**src/rtl/apb_link_if.sv**
```systemverilog
// Host-side bus bundle for apb_link: request inputs plus the
// master/slave phase signals the link exposes.
interface apb_link_if #(
    parameter int ADDR_W = 32,
    parameter int DATA_W = 32
);
    logic              PSEL;
    logic              transfer;
    logic              PWRITE;
    logic [ADDR_W-1:0] PADDR;
    logic [DATA_W-1:0] PDATA;
    logic              PENABLE;
    logic [ADDR_W-1:0] PRWADDR;
    logic [DATA_W-1:0] PRWDATA;
    logic [DATA_W-1:0] PRDATA1;
    logic              PREADY;

    modport master (
        output PSEL, transfer, PWRITE, PADDR, PDATA,
        input  PENABLE, PRWADDR, PRWDATA, PRDATA1, PREADY
    );

    modport slave (
        input  PSEL, transfer, PWRITE, PADDR, PDATA,
        output PENABLE, PRWADDR, PRWDATA, PRDATA1, PREADY
    );
endinterface

```
**src/rtl/apb_link.sv**
```systemverilog
// APB-style link: IDLE/SETUP/ACCESS master FSM feeding a
// zero-wait-state word-addressed slave register file.
module apb_link #(
    parameter int ADDR_W    = 32,
    parameter int DATA_W    = 32,
    parameter int MEM_DEPTH = 16
) (
    input  logic        PCLK,
    input  logic        PRESET,
    apb_link_if.slave   bus
);
    localparam int IDX_W = $clog2(MEM_DEPTH);

    typedef enum logic [1:0] {
        IDLE   = 2'd0,
        SETUP  = 2'd1,
        ACCESS = 2'd2
    } state_t;

    state_t            state;
    logic              penable;
    logic [ADDR_W-1:0] rw_addr;
    logic [DATA_W-1:0] rw_data;
    logic [DATA_W-1:0] mem [MEM_DEPTH];

    logic              start;
    logic              ready;
    logic              wr_en;
    logic              rd_en;
    logic [IDX_W-1:0]  idx;

    assign start = bus.PSEL & bus.transfer;
    assign ready = bus.PSEL & penable;
    assign wr_en = ready & bus.PWRITE;
    assign rd_en = ready & ~bus.PWRITE;

    // Low address bits select a byte within the word; high bits alias.
    assign idx = rw_addr[IDX_W+1:2];

    always_ff @(posedge PCLK) begin
        if (PRESET) begin
            state   <= IDLE;
            penable <= 1'b0;
            rw_addr <= '0;
            rw_data <= '0;
        end else begin
            unique case (state)
                IDLE: begin
                    penable <= 1'b0;
                    if (start) begin
                        state   <= SETUP;
                        rw_addr <= bus.PADDR;
                        rw_data <= bus.PDATA;
                    end
                end
                SETUP: begin
                    state   <= ACCESS;
                    penable <= 1'b1;
                end
                ACCESS: begin
                    if (!bus.PSEL) begin
                        state   <= IDLE;
                        penable <= 1'b0;
                    end else if (ready) begin
                        penable <= 1'b0;
                        if (start) begin
                            state   <= SETUP;
                            rw_addr <= bus.PADDR;
                            rw_data <= bus.PDATA;
                        end else begin
                            state <= IDLE;
                        end
                    end
                end
                default: begin
                    state   <= IDLE;
                    penable <= 1'b0;
                end
            endcase
        end
    end

    // Reset also wipes storage, so a write landing on a reset edge is lost.
    always_ff @(posedge PCLK) begin
        if (PRESET) begin
            for (int i = 0; i < MEM_DEPTH; i++) begin
                mem[i] <= '0;
            end
        end else if (wr_en) begin
            mem[idx] <= rw_data;
        end
    end

    assign bus.PENABLE = penable;
    assign bus.PRWADDR = rw_addr;
    assign bus.PRWDATA = rw_data;
    assign bus.PREADY  = ready;
    assign bus.PRDATA1 = rd_en ? mem[idx] : '0;
endmodule

```
**src/flat_wrapper.sv**
```systemverilog
// flat-port wrapper written by rule: the top's interface ports become plain ports
module apb_link_flat 
#(
    parameter int ADDR_W    = 32,
    parameter int DATA_W    = 32,
    parameter int MEM_DEPTH = 16
)
  (PCLK, PRESET, bus_PSEL, bus_transfer, bus_PWRITE, bus_PADDR, bus_PDATA, bus_PENABLE, bus_PRWADDR, bus_PRWDATA, bus_PRDATA1, bus_PREADY);
  apb_link_if #(.ADDR_W(ADDR_W), .DATA_W(DATA_W)) bus_i ();
  input  logic PCLK;
  input  logic PRESET;
  input wire logic [$bits(bus_i.PSEL)-1:0] bus_PSEL;
  input wire logic [$bits(bus_i.transfer)-1:0] bus_transfer;
  input wire logic [$bits(bus_i.PWRITE)-1:0] bus_PWRITE;
  input wire logic [$bits(bus_i.PADDR)-1:0] bus_PADDR;
  input wire logic [$bits(bus_i.PDATA)-1:0] bus_PDATA;
  output wire logic [$bits(bus_i.PENABLE)-1:0] bus_PENABLE;
  output wire logic [$bits(bus_i.PRWADDR)-1:0] bus_PRWADDR;
  output wire logic [$bits(bus_i.PRWDATA)-1:0] bus_PRWDATA;
  output wire logic [$bits(bus_i.PRDATA1)-1:0] bus_PRDATA1;
  output wire logic [$bits(bus_i.PREADY)-1:0] bus_PREADY;
  assign bus_i.PSEL = bus_PSEL;
  assign bus_i.transfer = bus_transfer;
  assign bus_i.PWRITE = bus_PWRITE;
  assign bus_i.PADDR = bus_PADDR;
  assign bus_i.PDATA = bus_PDATA;
  assign bus_PENABLE = bus_i.PENABLE;
  assign bus_PRWADDR = bus_i.PRWADDR;
  assign bus_PRWDATA = bus_i.PRWDATA;
  assign bus_PRDATA1 = bus_i.PRDATA1;
  assign bus_PREADY = bus_i.PREADY;
  apb_link #(.ADDR_W(ADDR_W), .DATA_W(DATA_W), .MEM_DEPTH(MEM_DEPTH)) u_core (.PCLK(PCLK), .PRESET(PRESET), .bus(bus_i));
endmodule
```
**config.mk**
```make
export PLATFORM = sky130hd
export DESIGN_NAME = apb_link_flat
export DESIGN_NICKNAME = d
export VERILOG_FILES = /design/src/rtl/apb_link_if.sv /design/src/rtl/apb_link.sv /design/src/flat_wrapper.sv
export SDC_FILE = /design/constraint.sdc
export NUM_CORES = 1
export LEC_CHECK = 0
export ABC_AREA = 1
export CORE_MARGIN = 2
export CORE_UTILIZATION = 25
export CTS_BUF_LIST = sky130_fd_sc_hd__clkbuf_4
export CTS_CLUSTER_SIZE = 10
export DETAILED_ROUTE_END_ITERATION = 6
export MAX_ROUTING_LAYER = met4
export SYNTH_ARGS = -nofsm -noshare
export SYNTH_HDL_FRONTEND = slang
export SYNTH_SLANG_ARGS = --single-unit
```
**constraint.sdc**
```tcl
create_clock -name PCLK -period 5.5 [get_ports PCLK]
set_input_delay 1.65 -clock PCLK [delete_from_list [all_inputs] [get_ports PCLK]]
set_output_delay 1.65 -clock PCLK [all_outputs]
set_load 0.1 [all_outputs]
```
==> impl_metrics.py <==
metrics = {
    "setup_path": {
        "critPathBufInv": 3,
        "rr_endpoint": "u_core.mem[15][0]",
        "startpoint_type": "flop",
        "cpMostUsedCell": "nand3_1",
        "regToRegStartpoint": "u_core.bus.PENABLE",
        "path_max_fanout": 55,
        "rr_worst_depth": 8,
        "crit_path_top_delay_cell": "dfxtp_4",
        "cp-end-kind": "output port",
        "cp_top_family": "buffers and inverters",
        "cp.arrival_ps": 3690,
        "r2r_slack_ps": 2930,
        "path_class": "reg -> out",
        "worstPathCellList": "inv_4 > buf_4 > nand3_1 > nand3_1 > nand3_1 > a21oi_1 > buf_12",
        "required_ps": 3850,
        "critPathMaxStageDelay_ps": 590,
    },
    "synth": {
        "synth.avg_cell_area_um2": 9.08,
        "syn_inst": 2934,
        "synth_area_um2": 26600,
        "synth-seq-cells": 583,
        "ys_warn_count": 0,
        "ys_types": 19,
        "yosysSeqAreaShare_pct": 63.1,
        "synth_nets": 3003,
    },
    "global_routing": {
        "grt_first_pass_wirelength_um": 125000,
        "grt_max_degree": 183,
        "grt_remaining_overflow": 0,
        "grt_pass1_vias": 19800,
        "gr-usage-all-layers_pct": 16.0,
        "antenna_found_initial": 2,
    },
    "timing": {
        "hold_viol_final": 0,
        "finalMaxSlewViolations": 0,
        "fin_crit_ps": 5340,
        "setup-tns-final_ps": 0,
        "setup_violations": 0,
        "fmax_mhz": 187,
        "fin_crit_sh_pct": 97.1,
        "slew_headroom_pct": 9.90,
        "tightest_slew_ps": 1340,
        "fin_worst_skew_ps": 58.0,
        "rsz0062_at_grt": "no",
    },
    "power_and_ir_drop": {
        "ir_worst_vdd_uv": 202,
        "p_per_area_nw_per_um2": 326,
        "p_sw_share_pct": 27.5,
        "clockPowerShare_pct": 39.9,
        "seqPwrFrac_pct": 48.1,
        "combPwrFrac_pct": 12.0,
        "p_int_mw": 7.58,
        "p_switching_mw": 2.88,
        "p_leak_nw": 12.7,
    },
    "placed_design": {
        "globalplace.congestion": 0.768,
        "portBuffers": 166,
        "dp_cells": 4341,
        "post_dp_cell_area_um2": 29900,
        "hpwl_um": 48200,
    },
    "route": {
        "wl_per_cell_um": 18.3,
        "firstDrtPassIters": 6,
        "wirelength_um": 84800,
        "drcViolationCount": 0,
        "drtAntennaViolNets": 0,
        "vias": 20800,
        "drt_iter0_drc": 1856,
        "vias_per_cell": 4.49,
    },
    "final_layout": {
        "syn_to_final_growth_pct": 20.4,
        "nets": 3178,
        "mostFrequentLayoutCells": "776 x nand2_1, 575 x nor2_1, 512 x edfxtp_1",
        "fillers": 11000,
        "layout_commonest_cell": "nand2_1",
        "drive_gt1_share_pct": 12.3,
        "seqCellArea_um2": 16800,
        "fin_area_um2": 32100,
        "final_cells": 4623,
        "multi_input_area_um2": 7590,
    },
    "floorplan": {
        "dieArea_um2": 109000,
        "initial_core_util_pct": 25.3,
        "io_pins": 167,
        "rows": 119,
        "die_w_um": 330,
        "die_h_um": 330,
        "core-area_um2": 105000,
    },
    "clocking": {
        "root_buffer": "clkbuf_4",
        "cts_hold_buf": 0,
        "cts_tree": "yes",
        "post_cts_resized": 0,
        "clkTransAtPathRegs_ps": 60,
        "postCtsSetupBuffers": 0,
        "cts_made_buffers": 157,
        "clock_sink_count": 583,
        "htreeDepth": 4,
        "clock_latency_ps": 1030,
        "max-clock-path-buffers": 3,
    },
    "run": {
        "max-cap-violations": 0,
    },
    "worst_hold_path": {
        "worstHoldPathType": "reg -> reg",
        "hold_path_depth": 2,
        "hp-start": "u_core.bus.PRWADDR[16]",
        "worstHoldEndpoint": "u_core.bus.PRWADDR[16]",
    },
    "outcome": {
        "status": "complete, no violations",
    },
}
-- logic make-up after synthesis --
family | share of synthesized area, %
flops | 63.1
buf+inv | 8.75
compound gates | 2.53
simple gates | 25.7
-- sequential cells by signal, summed over array words and instances (netlist names), named ones only --
register,flops
u_core.mem,512
u_core.bus.PRWADDR,32
u_core.bus.PRWDATA,32
u_core.state,2
u_core.bus.PENABLE,1
-- power by group through the flow --
stage | Clock [mW] | Sequential (mW) | Combinational [mW]
after CTS | 4.26 | 5.03 | 1.26
after detailed placement | 0 | 5.12 | 1.26
after floorplan | 0 | 5.34 | 0.557
after global routing | 4.48 | 5.04 | 1.35
after global placement | 0 | 5.12 | 1.26
final | 4.17 | 5.03 | 1.25
-- synthesized netlist by cell type (all sizes together) --
cell | n | share of area [%]
nand2 | 804 | 11
nor2 | 575 | 8.1
edfxtp | 512 | 58
nand3 | 322 | 6.0
inv | 267 | 3.8
buf | 115 | 3.2
clkbuf | 95 | 1.3
dfxtp | 71 | 5.3
a21oi | 69 | 1.3
o21ai | 65 | 1.2
clkinv | 34 | 0.48
nor3 | 4 | 0.15
or2 | 1 | 0.023
-- layout make-up --
cell class                      count  share of cell area (%)
Multi-Input combinational cell   1840                    23.6
Timing Repair Buffer              226                    8.24
Inverter                          301                    3.56
Sequential cell                   583                    52.4
Clock buffer                      241                    5.64
Antenna cell                        5                  0.0390
Tap cell                         1391                    5.42
Clock inverter                     36                    1.08
-- metal layers --
metal	vias up	global-route usage (%)	share of wire, %
met4	0	7.14	3.4
li1	9835	-	-
met3	188	3.19	7.5
met1	9882	19.9	42
met5	-	-	0
met2	871	25.1	47
-- worst max-delay path by stage --
| stage | end | slack [ps] | depth (start not counted) | startpoint |
|---|---|---|---|---|
| finish | bus_PRDATA1[28] | 160 | 7 | flop |
| global route | bus_PRDATA1[28] | 40 | 7 | flop |
| CTS | bus_PRDATA1[28] | 60 | 7 | flop |
| detailed placement | bus_PRDATA1[28] | 380 | 6 | bus_PSEL |
| global placement | bus_PRDATA1[14] | 380 | 6 | bus_PSEL |
| floorplan | bus_PRDATA1[10] | 30 | 5 | bus_PSEL |
-- stage by stage --
step	hold slack [ps]	setup WS (ps)	util, %	power [mW]
2_1_floorplan	453	31.6	-	5.90
3_3_place_gp	463	383	28.4	6.38
3_5_place_dp	470	376	28.4	6.38
4_1_cts	483	56.2	30.4	10.5
5_1_grt	497	43.4	30.4	10.9
6_report	478	158	30.4	10.5
-- tightest hold or removal path, stage by stage (launching register included) --
cell and delay (ps):
dfxtp_1 320, nor2_1 50, nor2_1 80
Power figures use the tool's default switching activity.
